[src/rtl/cache_stats_pkg.sv]
// Shared types for the cache statistics sequencer: FSM states, event ordering
// and the default number of event sources.
package cache_stats_pkg;

  typedef enum logic [1:0] {IDLE, SNAP, SEND, DONE} cs_state_t;

  typedef enum {IC_MISS, IC_CONFLICT, DC_MISS, DC_CONFLICT} cs_event_t;

  localparam int NUM_EV = 4;

endpackage

[src/rtl/cache_stats_sequencer_stat_counter.sv]
// stat_counter: one saturating event counter with synchronous clear and an
// optional read-and-clear load used during the snapshot cycle.
module stat_counter #(
  parameter int CNT_W = 32
) (
  input  logic             CLK,
  input  logic             nRST,
  input  logic             clear,
  input  logic             inc,
  input  logic             snap_load,
  output logic [CNT_W-1:0] cnt
);

  function automatic logic [CNT_W-1:0] sat_inc(input logic [CNT_W-1:0] v);
    return (v == {CNT_W{1'b1}}) ? v : v + 1'b1;
  endfunction

  // clear wins over everything; a snapshot load keeps an event that lands in the same cycle
  always_ff @(posedge CLK or negedge nRST) begin
    if (!nRST) begin
      cnt <= '0;
    end else if (clear) begin
      cnt <= '0;
    end else if (snap_load) begin
      cnt <= {{(CNT_W-1){1'b0}}, inc};
    end else if (inc) begin
      cnt <= sat_inc(cnt);
    end
  end

endmodule

[src/rtl/cache_stats_sequencer.sv]
// cache_stats_sequencer: counts I$/D$ miss and conflict strobes in saturating
// counters and, on dump_req, snapshots them coherently and streams the
// snapshot over a valid/ready channel (one beat per counter, index order).
// Optional build macro CACHE_STATS_CLEAR_ON_SNAP_EN turns the snapshot into a
// read-and-clear of the live counters.
module cache_stats_sequencer #(
  parameter int CNT_W  = 32,
  parameter int NUM_EV = cache_stats_pkg::NUM_EV,
  localparam int IDX_W = (NUM_EV > 1) ? $clog2(NUM_EV) : 1
) (
  input  logic                    CLK,
  input  logic                    nRST,
  input  logic                    en,
  input  logic                    clear,
  input  logic [NUM_EV-1:0]       ev,
  input  logic                    dump_req,
  input  logic                    out_ready,
  output logic                    out_valid,
  output logic [IDX_W-1:0]        out_idx,
  output logic [CNT_W-1:0]        out_data,
  output logic                    busy,
  output logic                    done,
  output logic [NUM_EV*CNT_W-1:0] live_cnt
);

  import cache_stats_pkg::*;

  localparam logic [IDX_W-1:0] LAST_IDX = IDX_W'(NUM_EV - 1);

  cs_state_t        state;
  logic [CNT_W-1:0] cnt    [NUM_EV];
  logic [CNT_W-1:0] snap_q [NUM_EV];
  logic [IDX_W-1:0] next_idx;
  logic             snap_load;

  assign next_idx = out_idx + 1'b1;

`ifdef CACHE_STATS_CLEAR_ON_SNAP_EN
  assign snap_load = (state == SNAP);
`else
  assign snap_load = 1'b0;
`endif

  for (genvar gi = 0; gi < NUM_EV; gi++) begin : g_cnt
    stat_counter #(.CNT_W(CNT_W)) u_cnt (
      .CLK       (CLK),
      .nRST      (nRST),
      .clear     (clear),
      .inc       (en & ev[gi]),
      .snap_load (snap_load),
      .cnt       (cnt[gi])
    );
    assign live_cnt[gi*CNT_W +: CNT_W] = cnt[gi];
  end

  // dump sequencer: snapshot all counters in one edge, then stream them with registered outputs
  always_ff @(posedge CLK or negedge nRST) begin
    if (!nRST) begin
      state     <= IDLE;
      out_valid <= 1'b0;
      out_idx   <= '0;
      out_data  <= '0;
      busy      <= 1'b0;
      done      <= 1'b0;
      for (int i = 0; i < NUM_EV; i++) snap_q[i] <= '0;
    end else begin
      done <= 1'b0;
      case (state)
        IDLE: begin
          if (dump_req) begin
            state <= SNAP;
            busy  <= 1'b1;
          end
        end
        SNAP: begin
          // counters still hold their pre-edge values here, so the snapshot is coherent
          for (int i = 0; i < NUM_EV; i++) snap_q[i] <= cnt[i];
          state     <= SEND;
          out_valid <= 1'b1;
          out_idx   <= '0;
          out_data  <= cnt[0];
        end
        SEND: begin
          if (out_ready) begin
            if (out_idx == LAST_IDX) begin
              state     <= DONE;
              out_valid <= 1'b0;
              out_idx   <= '0;
              out_data  <= '0;
              done      <= 1'b1;
            end else begin
              out_idx  <= next_idx;
              out_data <= snap_q[next_idx];
            end
          end
        end
        DONE: begin
          state <= IDLE;
          busy  <= 1'b0;
        end
        default: state <= IDLE;
      endcase
    end
  end

endmodule

[config.mk]
export PLATFORM = sky130hd
export DESIGN_NAME = cache_stats_sequencer
export DESIGN_NICKNAME = d
export VERILOG_FILES = /design/src/rtl/cache_stats_pkg.sv /design/src/rtl/cache_stats_sequencer_stat_counter.sv /design/src/rtl/cache_stats_sequencer.sv
export SDC_FILE = /design/constraint.sdc
export NUM_CORES = 1
export LEC_CHECK = 0
export CAP_MARGIN = 20
export CELL_PAD_IN_SITES_DETAIL_PLACEMENT = 0
export CELL_PAD_IN_SITES_GLOBAL_PLACEMENT = 1
export CORE_UTILIZATION = 41
export CTS_CLUSTER_DIAMETER = 100
export CTS_CLUSTER_SIZE = 30
export DETAILED_ROUTE_END_ITERATION = 10
export GPL_ROUTABILITY_DRIVEN = 0
export PLACE_DENSITY_LB_ADDON = 0.1
export SLEW_MARGIN = 20
export SYNTH_ARGS = -nofsm -noshare
export SYNTH_HDL_FRONTEND = slang
export SYNTH_SLANG_ARGS = --single-unit
export TNS_END_PERCENT = 100
[constraint.sdc]
create_clock -name CLK -period 2.3 [get_ports CLK]
set_clock_uncertainty 0.15 [all_clocks]
set_input_delay 0.345 -clock CLK [delete_from_list [all_inputs] [get_ports CLK]]
set_output_delay 0.345 -clock CLK [all_outputs]
set_load 0.05 [all_outputs]
==> results of run 1 <==
layout by cell type, fill, tap and decap left out, drive strengths merged, types with 10 or more instances in the layout:
cell / n
dlygate4sd2: 111
nor2: 63
mux2: 143
inv: 24
nand4: 43
clkdlybuf4s50: 45
clkbuf: 20
xnor2: 15
o31ai: 31
nor4: 16
buf: 227
nor2b: 20
a21oi: 86
ha: 10
dfrtp: 295
a22oi: 32
and3: 16
or3: 48
o21ai: 86
and2: 10
nand3: 48
or4: 34
mux4: 32
nand2: 93
area by class of cell:
type                    instances  share of cell area
clock buffers                  19              0.0211
repair buffers                390               0.185
multi-input cells             903               0.364
clock inverters                 5             0.00230
flip-flops and latches        295               0.394
diodes                          1            0.000132
inverters                      23             0.00454
well taps                     455              0.0300
logic make-up (layout without fill, tap and decap cells):
kind of cell	after synthesis	count (layout)	share of synthesized area
DFF	295	295	0.509
adders and majority gates	10	10	0.00863
and+or+nand+nor	420	420	0.162
muxes	180	180	0.164
AOI/OAI and AO/OA	271	271	0.114
other	0	1	0
xor gates and xnor gates	22	22	0.0133
buffers and inverters	95	437	0.0284
report_power, final:
group,internal (W),total [W],switching [W]
clock network,0.00128,0.00302,0.00174
registers,0.00530,0.00538,0.0000864
logic,0.00124,0.00309,0.00185
worst paths after layout:
kind                                        from                     end  slack (ps)  cells after the start
max                        g_cnt[2].u_cnt.cnt[9]   g_cnt[2].u_cnt.cnt[2]          30                      7
min                                         nRST   g_cnt[1].u_cnt.cnt[8]         160                      2
max reg2reg                g_cnt[2].u_cnt.cnt[9]   g_cnt[2].u_cnt.cnt[2]          30                      7
min reg2reg                          out_data[6]             out_data[6]         340                      2
max in group asynchronous                   nRST  g_cnt[2].u_cnt.cnt[24]        1060                      3
min in group CLK                           clear   g_cnt[3].u_cnt.cnt[0]         290                      2
layer usage:
metal	vias to the layer above	routed length [um]
met1	6037	19900
met4	0	1100
met5	-	0
li1	5509	-
met2	270	21300
met3	51	1930
sequential cells by signal (all words and copies together) (netlist names):
signal and cells:
out_idx 2, out_data 32, snap_q 128, state 2, out_valid 1, busy 1, done 1, g_cnt.u_cnt.cnt 128
metrics by stage:
step / hold WS, ps / utilization
floorplan: -101 / -
global placement: 129 / 0.531
detailed placement: 132 / 0.531
global route: 185 / 0.549
finish: 160 / 0.549
CTS: 174 / 0.543
worst register-to-register path: cells and delay by family (launching register included):
family	cells	cell delay, ps
AOI/OAI and AO/OA	1	250
buffers and inverters	2	280
DFF	1	400
muxes	1	280
and+or+nand+nor	3	800
repair_timing:
action                                 4_1_cts  5_1_grt
setup endpoints to repair                  121       60
hold buffers                                 1        0
endpoints found under the hold margin       69        0
setup buffers                                3        6
pin swaps                                    2       14
resized for setup                          115       29
gates cloned                                 1        1
==> results_dict.tcl, run 1 <==
set metrics [dict create \
    syn-mean-instance-area_sq_um 11.2 \
    slowest_delay_ps 610 \
    powerDensity_nw_per_um2 605 \
    clockBufferDepth 3 \
    finalPower_w 0.0115 \
    report.final.hold_viol_count 0 \
    fin_crit_sh 0.988 \
    async_flop_share 1.00 \
    io-pin-count 175 \
    dp_hpwl_um 32200 \
    ys_seq_area_frac 0.509 \
    grt.busiest_layer "met2" \
    ctsRootBufferMaster "clkbuf_16" \
    drive_gt1_frac 0.336 \
    crit_path_start_kind "flop" \
    drtIter0Drc 855 \
    use_met3 0.0343 \
    cp_max_fo 7 \
    synth_flop_cell "dfrtp_1" \
    postSynthCellCount 1293 \
    via_count 11900 \
    cts_sinks 295 \
    firstDrtPassIters 6 \
    placement.io_buffers 174 \
    clock.fmax_ghz 0.440 \
    area_growth_pct 31.1 \
    fin_cells 2091 \
    gr-usage-met2 0.407 \
    min_path_type "primary input to asynchronous set/reset pin" \
    seqCellArea_sq_um 7480 \
    dieHeight_um 190 \
    ys_top_cells_by_area "dfrtp_1, mux2_2, mux4_2" \
    htree_levels 1 \
    antenna_left 0 \
    worstSetupEndpointType "flop" \
    nFillCells 3074 \
    yosysMostFrequentCell "dfrtp_1" \
    antenna_found_initial 1 \
    worst_ep_arrival_time_ps 2520 \
    drt-total-wl_um 44200 \
    crit_required_ps 2550 \
    final_cell_area_sq_um 19000 \
    placed_cells 2054 \
    synth.distinct_cells 69 \
    grt_max_degree 75 \
    drc 0 \
    cts_tree "built" \
    dieArea_sq_um 36100 \
    cp_num_buf_inv 2 \
    pre_cts_slack_ps -203 \
    leakage_nw 8.68 \
    synth_nets 1313 \
    fin_tns_setup_ps 0 \
    coreArea_sq_um 34600 \
    clkLatencyLatePin_ps 510 \
    crit_slowest_cell "or4_4" \
    path_cells "nand4_4 > or4_4 > o31ai_4 > buf_12 > buf_8 > nor2_4 > mux2_4" \
    crit_type "flop to flop" \
    start_util 0.419 \
    maxSlewHeadroom 0.388 \
    setup_ws_ps 27.7 \
    synth_seq_cells 295 \
    setup_viol 0 \
    multi_input_area_sq_um 6910 \
    synth_edf_count 0 \
    grt_pass1_wl_um 68600 \
    post_dp_cell_area_sq_um 18400 \
    drv_slew 0 \
    ir_drop_uv 665 \
    first_global_vias 11600 \
    cts-buffers-inserted 14 \
    grt_use_met1 0.344 \
    grt_overflow 0 \
    status "finished, final reports clean" \
    critPathTopFamily "simple AND/OR/NAND/NOR gates" \
    drv_cap 0 \
    clk_pin_slew_ps 110 \
    die_w_um 190 \
    min_period_ps 2270 \
    worst_pin_slew_ps 919 \
    rows 68 \
    final_nets 1647 \
    yosys.area.top_type "dfrtp_1" \
    vias_per_cell 5.68 \
    ys_warn_count 0 \
    synthesis.area_sq_um 14500 \
    routedWlPerCell_um 21.2 \
    grt_use_total 0.248 \
    yosys.area.top_type_share 0.509 \
    rsz0062_at_grt "yes" \
    synthTopCellsByCount "dfrtp_1, mux2_2, nand2_1, a21oi_1, o21ai_0" \
]
Power figures use the tool's default switching activity.
==> inputs of run 2 (changes only) <==
Settings changed: HOLD_SLACK_MARGIN set to 0.08.
==> results of run 2 <==
The final DEF is identical to that of run 1; final timing and power are the same.
